==> config.mk <==
export PLATFORM = sky130hd
export DESIGN_NAME = player_controller
export DESIGN_NICKNAME = d
export VERILOG_FILES = /design/src/rtl/player_controller.sv
export SDC_FILE = /design/constraint.sdc
export NUM_CORES = 1
export LEC_CHECK = 0
export ABC_AREA = 1
export CAP_MARGIN = 20
export CORE_ASPECT_RATIO = 1.1
export CORE_MARGIN = 2
export CORE_UTILIZATION = 40
export DETAILED_ROUTE_END_ITERATION = 12
export PLACE_DENSITY_LB_ADDON = 0.3
export SYNTH_ARGS = -nofsm -noshare
export SYNTH_HDL_FRONTEND = slang
export SYNTH_SLANG_ARGS = --single-unit
==> constraint.sdc <==
create_clock -name pixel_clk_in -period 11.54 [get_ports pixel_clk_in]
set_input_delay 2.308 -clock pixel_clk_in [delete_from_list [all_inputs] [get_ports pixel_clk_in]]
set_output_delay 2.308 -clock pixel_clk_in [all_outputs]
set_load 0.005 [all_outputs]
==> src/rtl/player_controller.sv <==
// player_controller: per-frame camera update for the raycaster.
// Rotates through a 64-step angle table, then moves with per-axis wall checks.
module player_controller #(
   parameter int          MAP_SIZE    = 24,
   parameter logic [15:0] MOVE_SPEED  = 16'h0010,
   parameter int          MAP_LATENCY = 2,
   parameter logic [15:0] START_X     = 16'h0B80,
   parameter logic [15:0] START_Y     = 16'h0B80,
   parameter int          START_ANGLE = 0
) (
   input  logic        pixel_clk_in,
   input  logic        rst_in,
   input  logic        new_frame_in,
   input  logic        moveFwd,
   input  logic        moveBack,
   input  logic        rotLeft,
   input  logic        rotRight,
   output logic [9:0]  map_addr_out,
   input  logic [3:0]  map_data_in,
   output logic [15:0] posX,
   output logic [15:0] posY,
   output logic [15:0] dirX,
   output logic [15:0] dirY,
   output logic [15:0] planeX,
   output logic [15:0] planeY,
   output logic        busy_out,
   output logic        valid_out
);

   typedef enum logic [2:0] {
      IDLE, ROT, MOVE, REQX, WAITX, REQY, WAITY, COMMIT
   } state_t;

   localparam int CW = (MAP_LATENCY > 1) ? $clog2(MAP_LATENCY) : 1;

   // cos(k*5.625deg)*256, first quadrant
   function automatic logic [15:0] cq(input logic [4:0] k);
      logic [15:0] v;
      case (k)
         5'd0:    v = 16'd256;
         5'd1:    v = 16'd255;
         5'd2:    v = 16'd251;
         5'd3:    v = 16'd245;
         5'd4:    v = 16'd237;
         5'd5:    v = 16'd226;
         5'd6:    v = 16'd213;
         5'd7:    v = 16'd198;
         5'd8:    v = 16'd181;
         5'd9:    v = 16'd162;
         5'd10:   v = 16'd142;
         5'd11:   v = 16'd121;
         5'd12:   v = 16'd98;
         5'd13:   v = 16'd74;
         5'd14:   v = 16'd50;
         5'd15:   v = 16'd25;
         default: v = 16'd0;
      endcase
      return v;
   endfunction

   // cos(k*5.625deg)*0.66*256, first quadrant
   function automatic logic [15:0] pq(input logic [4:0] k);
      logic [15:0] v;
      case (k)
         5'd0:    v = 16'd169;
         5'd1:    v = 16'd168;
         5'd2:    v = 16'd166;
         5'd3:    v = 16'd162;
         5'd4:    v = 16'd156;
         5'd5:    v = 16'd149;
         5'd6:    v = 16'd140;
         5'd7:    v = 16'd131;
         5'd8:    v = 16'd119;
         5'd9:    v = 16'd107;
         5'd10:   v = 16'd94;
         5'd11:   v = 16'd80;
         5'd12:   v = 16'd65;
         5'd13:   v = 16'd49;
         5'd14:   v = 16'd33;
         5'd15:   v = 16'd17;
         default: v = 16'd0;
      endcase
      return v;
   endfunction

   // Full circle by quadrant symmetry: {dirX, dirY, planeX, planeY}
   function automatic logic [63:0] lut(input logic [5:0] a);
      logic [4:0]  kc, ks;
      logic [15:0] c, s, pc, ps, npx;
      kc = {1'b0, a[3:0]};
      ks = 5'd16 - kc;
      case (a[5:4])
         2'd0: begin
            c = cq(kc);  s = cq(ks);
            pc = pq(kc); ps = pq(ks);
         end
         2'd1: begin
            c = -cq(ks);  s = cq(kc);
            pc = -pq(ks); ps = pq(kc);
         end
         2'd2: begin
            c = -cq(kc);  s = -cq(ks);
            pc = -pq(kc); ps = -pq(ks);
         end
         default: begin
            c = cq(ks);  s = -cq(kc);
            pc = pq(ks); ps = -pq(kc);
         end
      endcase
      npx = -ps;
      return {c, s, npx, pc};
   endfunction

   // Signed per-frame displacement along one dir component
   function automatic logic signed [16:0] step(input logic [15:0] d);
      logic signed [31:0] p;
      p = $signed({{16{d[15]}}, d}) * $signed({16'd0, MOVE_SPEED});
      return 17'(p >>> 8);
   endfunction

   function automatic logic oob(input logic signed [16:0] c);
      return c[16] || (int'(c[15:8]) >= MAP_SIZE);
   endfunction

   function automatic logic [9:0] maddr(input logic [7:0] cy, input logic [7:0] cx);
      return 10'(int'(cy) * MAP_SIZE + int'(cx));
   endfunction

   localparam logic [63:0] INIT = lut(6'(START_ANGLE));

   state_t             state, state_n;
   logic [3:0]         btn;
   logic [5:0]         ang, ang_w, ang_n;
   logic [15:0]        dx_w, dy_w, px_w, py_w;
   logic [15:0]        cand_x, cand_y;
   logic signed [16:0] cx_n, cy_n, base_x, base_y, del_x, del_y;
   logic               oob_x, oob_y, block_x;
   logic [CW-1:0]      wcnt;
   logic               wait_done;

   assign wait_done = (wcnt == CW'(MAP_LATENCY - 1));

   // State register
   always_ff @(posedge pixel_clk_in or negedge rst_in) begin
      if (!rst_in) state <= IDLE;
      else         state <= state_n;
   end

   // Sequencing plus busy/valid flags
   always_comb begin
      state_n   = state;
      busy_out  = 1'b1;
      valid_out = 1'b0;
      unique case (state)
         IDLE: begin
            busy_out = 1'b0;
            if (new_frame_in) state_n = ROT;
         end
         ROT:   state_n = MOVE;
         MOVE:  state_n = REQX;
         REQX:  state_n = WAITX;
         WAITX: if (wait_done) state_n = REQY;
         REQY:  state_n = WAITY;
         WAITY: if (wait_done) state_n = COMMIT;
         COMMIT: begin
            busy_out  = 1'b0;
            valid_out = 1'b1;
            state_n   = IDLE;
         end
         default: state_n = IDLE;
      endcase
   end

   // Next angle and candidate positions from the latched buttons
   always_comb begin
      ang_n  = ang;
      unique case (btn[1:0])
         2'b10:   ang_n = ang + 6'd1;
         2'b01:   ang_n = ang - 6'd1;
         default: ang_n = ang;
      endcase
      del_x  = step(dx_w);
      del_y  = step(dy_w);
      base_x = $signed({1'b0, posX});
      base_y = $signed({1'b0, posY});
      cx_n   = base_x;
      cy_n   = base_y;
      unique case (btn[3:2])
         2'b10: begin
            cx_n = base_x + del_x;
            cy_n = base_y + del_y;
         end
         2'b01: begin
            cx_n = base_x - del_x;
            cy_n = base_y - del_y;
         end
         default: begin
            cx_n = base_x;
            cy_n = base_y;
         end
      endcase
   end

   // Working registers, map requests, and the committed camera state
   always_ff @(posedge pixel_clk_in or negedge rst_in) begin
      if (!rst_in) begin
         btn          <= 4'd0;
         ang          <= 6'(START_ANGLE);
         ang_w        <= 6'(START_ANGLE);
         {dx_w, dy_w, px_w, py_w}       <= INIT;
         {dirX, dirY, planeX, planeY}   <= INIT;
         posX         <= START_X;
         posY         <= START_Y;
         cand_x       <= 16'd0;
         cand_y       <= 16'd0;
         oob_x        <= 1'b0;
         oob_y        <= 1'b0;
         block_x      <= 1'b0;
         wcnt         <= '0;
         map_addr_out <= 10'd0;
      end else begin
         unique case (state)
            IDLE: begin
               if (new_frame_in)
                  btn <= {moveFwd, moveBack, rotLeft, rotRight};
            end
            ROT: begin
               ang_w                    <= ang_n;
               {dx_w, dy_w, px_w, py_w} <= lut(ang_n);
            end
            MOVE: begin
               cand_x       <= cx_n[15:0];
               cand_y       <= cy_n[15:0];
               oob_x        <= oob(cx_n);
               oob_y        <= oob(cy_n);
               map_addr_out <= oob(cx_n) ? 10'd0
                               : maddr(posY[15:8], cx_n[15:8]);
            end
            REQX: wcnt <= '0;
            WAITX: begin
               wcnt <= wcnt + 1'b1;
               if (wait_done) begin
                  block_x      <= oob_x || (map_data_in != 4'd0);
                  map_addr_out <= oob_y ? 10'd0
                                  : maddr(cand_y[15:8], posX[15:8]);
               end
            end
            REQY: wcnt <= '0;
            WAITY: begin
               wcnt <= wcnt + 1'b1;
               if (wait_done) begin
                  if (!block_x) posX <= cand_x;
                  if (!(oob_y || (map_data_in != 4'd0))) posY <= cand_y;
                  {dirX, dirY, planeX, planeY} <= {dx_w, dy_w, px_w, py_w};
                  ang <= ang_w;
               end
            end
            default: ;
         endcase
      end
   end

endmodule

==> flow_summary.yaml <==
cells_and_area:
  diodes: 0
  nets: 2057
  layout_common_cells: "nand2_1 (418), inv_1 (227), o21ai_0 (224)"
  final_common_cell: "nand2_1"
  nFillCells: 3571
  area_growth_pct: 16.8
  drive_gt1_share_pct: 10.4
timing:
  relSlewSlack_pct: 38.1
  fin_skew_ps: 22.3
  min_period_ps: 4910
  rsz0062_at_grt: "false"
  layout_worst_path_cycle_share_pct: 42.5
  max_clock_freq_ghz: 0.204
  worst_slack_ps: 6630
  fin_tns_setup_ps: 0
  setup_viol: 0
  drv_slew: 0
  hold_viol: 0
  worst_pin_slew_ps: 929
critical_path:
  ff2ff_setup_slack_ps: 6630
  worstPathArrival_ps: 5300
  crit_required_ps: 11930
  crit_path_start_kind: "flop"
  cp-end-kind: "flop"
  cp_max_fo: 13
  crit_type: "flop to flop"
logic_synthesis:
  synth_compound_area_share_pct: 17.5
  synth_mux_area_share_pct: 2.02
  synth_flop_cell: "dfrtp_1"
  syn_avg_cell_area_um2: 7.73
  synth_edf_count: 0
  synth-simple-area-share_pct: 22.7
  async_reset_ff_share_pct: 100
  synth_cell_types: 61
  synthAdderAreaFrac_pct: 7.07
  ys_seq_area_share_pct: 38.6
  synth_nets: 1968
  yosysWarnings: 0
  synth_top_family_by_area: "simple AND/OR/NAND/NOR gates"
  synth_xor_area_share_pct: 3.43
  syn_inst: 1878
  netlist_area_um2: 14500
  synth_seq_cells: 223
clocking:
  htree_levels: 1
  clkLatencyLatePin_ps: 530
  clock-sinks: 223
  ctsHoldBuffers: 0
  post_cts_buffers: 0
  cts_root_buf: "clkbuf_16"
  cts.repair.resized: 0
  cts_tree: "done"
  clockBufferDepth: 3
  path_clk_slew_ps: 60
  cts_buffers: 25
grt:
  grt_usage_pct: 21.4
  grt_overflow: 0
  grt_antenna_before_repair: 0
  grt_max_degree: 85
  grt_pass1_wl_um: 65100
  grt_pass1_vias: 12504
job:
  drv_cap: 0
routing:
  first_pass_iters: 5
  avgRoutedWirePerCell_um: 16.0
  via_count: 12792
  drt.antenna.violating_nets: 0
  drc: 0
  drt_iter0_markers: 848
  totalWireLength_um: 39600
  routed_via_density: 5.17
floorplanning:
  core-area_um2: 36000
  die-area_um2: 37800
  io_pins: 119
  die_height_um: 204
  rows: 73
  fp.dieW_um: 186
  start_util_pct: 40.3
outcome:
  outcome: "complete, no violations"
worst_hold_path:
  hold_class: "flop to flop"
placed_design:
  place_ws_ps: 6720
  portBuffers: 118
  dp_hpwl_um: 29200
  routabilityCongestion: 0.928
worst max-delay path, stage by stage, from the launching register on:
cell and delay [ps]:
dfrtp_1 360, inv_1 90, ha_1 410, nand2_1 110
inv_2 90, nor2_2 40, ha_1 270, inv_1 30
o21a_1 310, ha_1 350, ha_1 570, clkinv_1 370
nand2_1 160, nand2_2 100, nand3_4 90, ha_1 260
inv_1 70, nor2_1 40, nor2_1 120, nand2_1 80
nand2_2 60, nand2_1 60, a21oi_2 210, nand3_4 140
nor2_2 140, nand2_1 60, nand3_1 90, o21ai_1 70
metal layers:
layer / up-vias / track usage, % / wire (µm)
met5: - / 0 / 0
met4: 0 / 7.71 / 1210
met3: 77 / 2.04 / 1390
met2: 264 / 37.1 / 19500
met1: 6066 / 27.7 / 17500
li1: 6385 / - / -
registers in the layout (all words and copies together), names as in the netlist:
register and cells:
ang 6, ang_w 6, block_x 1, btn 4, cand_x 16, cand_y 16, dirX 16, dirY 16
dx_w 16, dy_w 16, map_addr_out 10, oob_x 1, oob_y 1, planeX 16, planeY 15, posX 16
posY 16, px_w 16, py_w 15, state 3, wait_done 1
metrics by stage:
step / cell area, µm² / instances / utilization, % / hold WS (ps)
6_report: 17000 / 2472 / 47.1 / 477
5_1_grt: 17000 / 2472 / 47.1 / 503
4_1_cts: 17000 / 2472 / 47.1 / 481
3_5_place_dp: 16100 / 2427 / 44.8 / 466
3_3_place_gp: 16100 / 2427 / 44.8 / 462
2_1_floorplan: 14500 / 1878 / - / 445
cells by family after synthesis:
| group | Yosys count |
|---|---|
| simple gates | 721 |
| compound gates | 450 |
| buf+inv | 323 |
| flops | 223 |
| fa+ha+maj | 79 |
| xor+xnor | 56 |
| mux | 26 |
Yosys cell counts, drive strengths merged, types with 3 or more instances:
| master | instances | area share, % |
|---|---|---|
| nand2 | 438 | 12 |
| inv | 249 | 6.4 |
| nand3b | 5 | 0.28 |
| clkinv | 3 | 0.078 |
| nand4 | 15 | 0.94 |
| ha | 74 | 6.4 |
| buf | 20 | 0.85 |
| nor3 | 13 | 0.45 |
| o211ai | 19 | 1.0 |
| a31oi | 16 | 0.69 |
| a21oi | 89 | 3.1 |
| o21a | 6 | 0.31 |
| nand3 | 98 | 4.3 |
| fa | 5 | 0.69 |
| o22ai | 11 | 0.47 |
| dfstp | 18 | 3.3 |
| a21o | 5 | 0.26 |
| o31ai | 6 | 0.31 |
| nor2 | 141 | 4.1 |
| o221ai | 11 | 0.66 |
| o21ai | 259 | 9.1 |
| mux2 | 26 | 2.0 |
| a22oi | 6 | 0.31 |
| xnor2 | 10 | 0.60 |
| a211oi | 3 | 0.16 |
| dfrtp | 205 | 35 |
| nor4 | 3 | 0.13 |
| clkbuf | 51 | 1.3 |
| or2 | 7 | 0.32 |
| o21bai | 6 | 0.31 |
| a21boi | 3 | 0.16 |
| xor2 | 46 | 2.8 |
| a221oi | 4 | 0.24 |
path summary, 6_finish.rpt:
path | start | to | cells after the start
setup / recovery | btn[1]$_DFFE_PN0P_ | px_w[7]$_DFFE_PN0P_ | 27
hold / removal | cand_x[6]$_DFFE_PN0P_ | cand_x[6]$_DFFE_PN0P_ | 2
setup reg to reg | btn[1]$_DFFE_PN0P_ | px_w[7]$_DFFE_PN0P_ | 27
hold reg to reg | cand_x[6]$_DFFE_PN0P_ | cand_x[6]$_DFFE_PN0P_ | 2
max in group asynchronous | rst_in | planeX[5]$_DFFE_PN0P_ | 2
min in group asynchronous | rst_in | cand_x[7]$_DFFE_PN0P_ | 1
cell type report:
class	instances	area, µm²	area share, %
clock inverter	11	108	0.635
multi-input combinational	1332	7670	45.2
inverter	252	946	5.58
sequential	223	5600	33.1
timing repair buffer	133	1300	7.66
clock buffer	34	719	4.24
tap	487	609	3.59
Power is left out: the tool's default activity adds up to more than one toggle a clock period on the data nets, which glitch-free logic cannot reach.
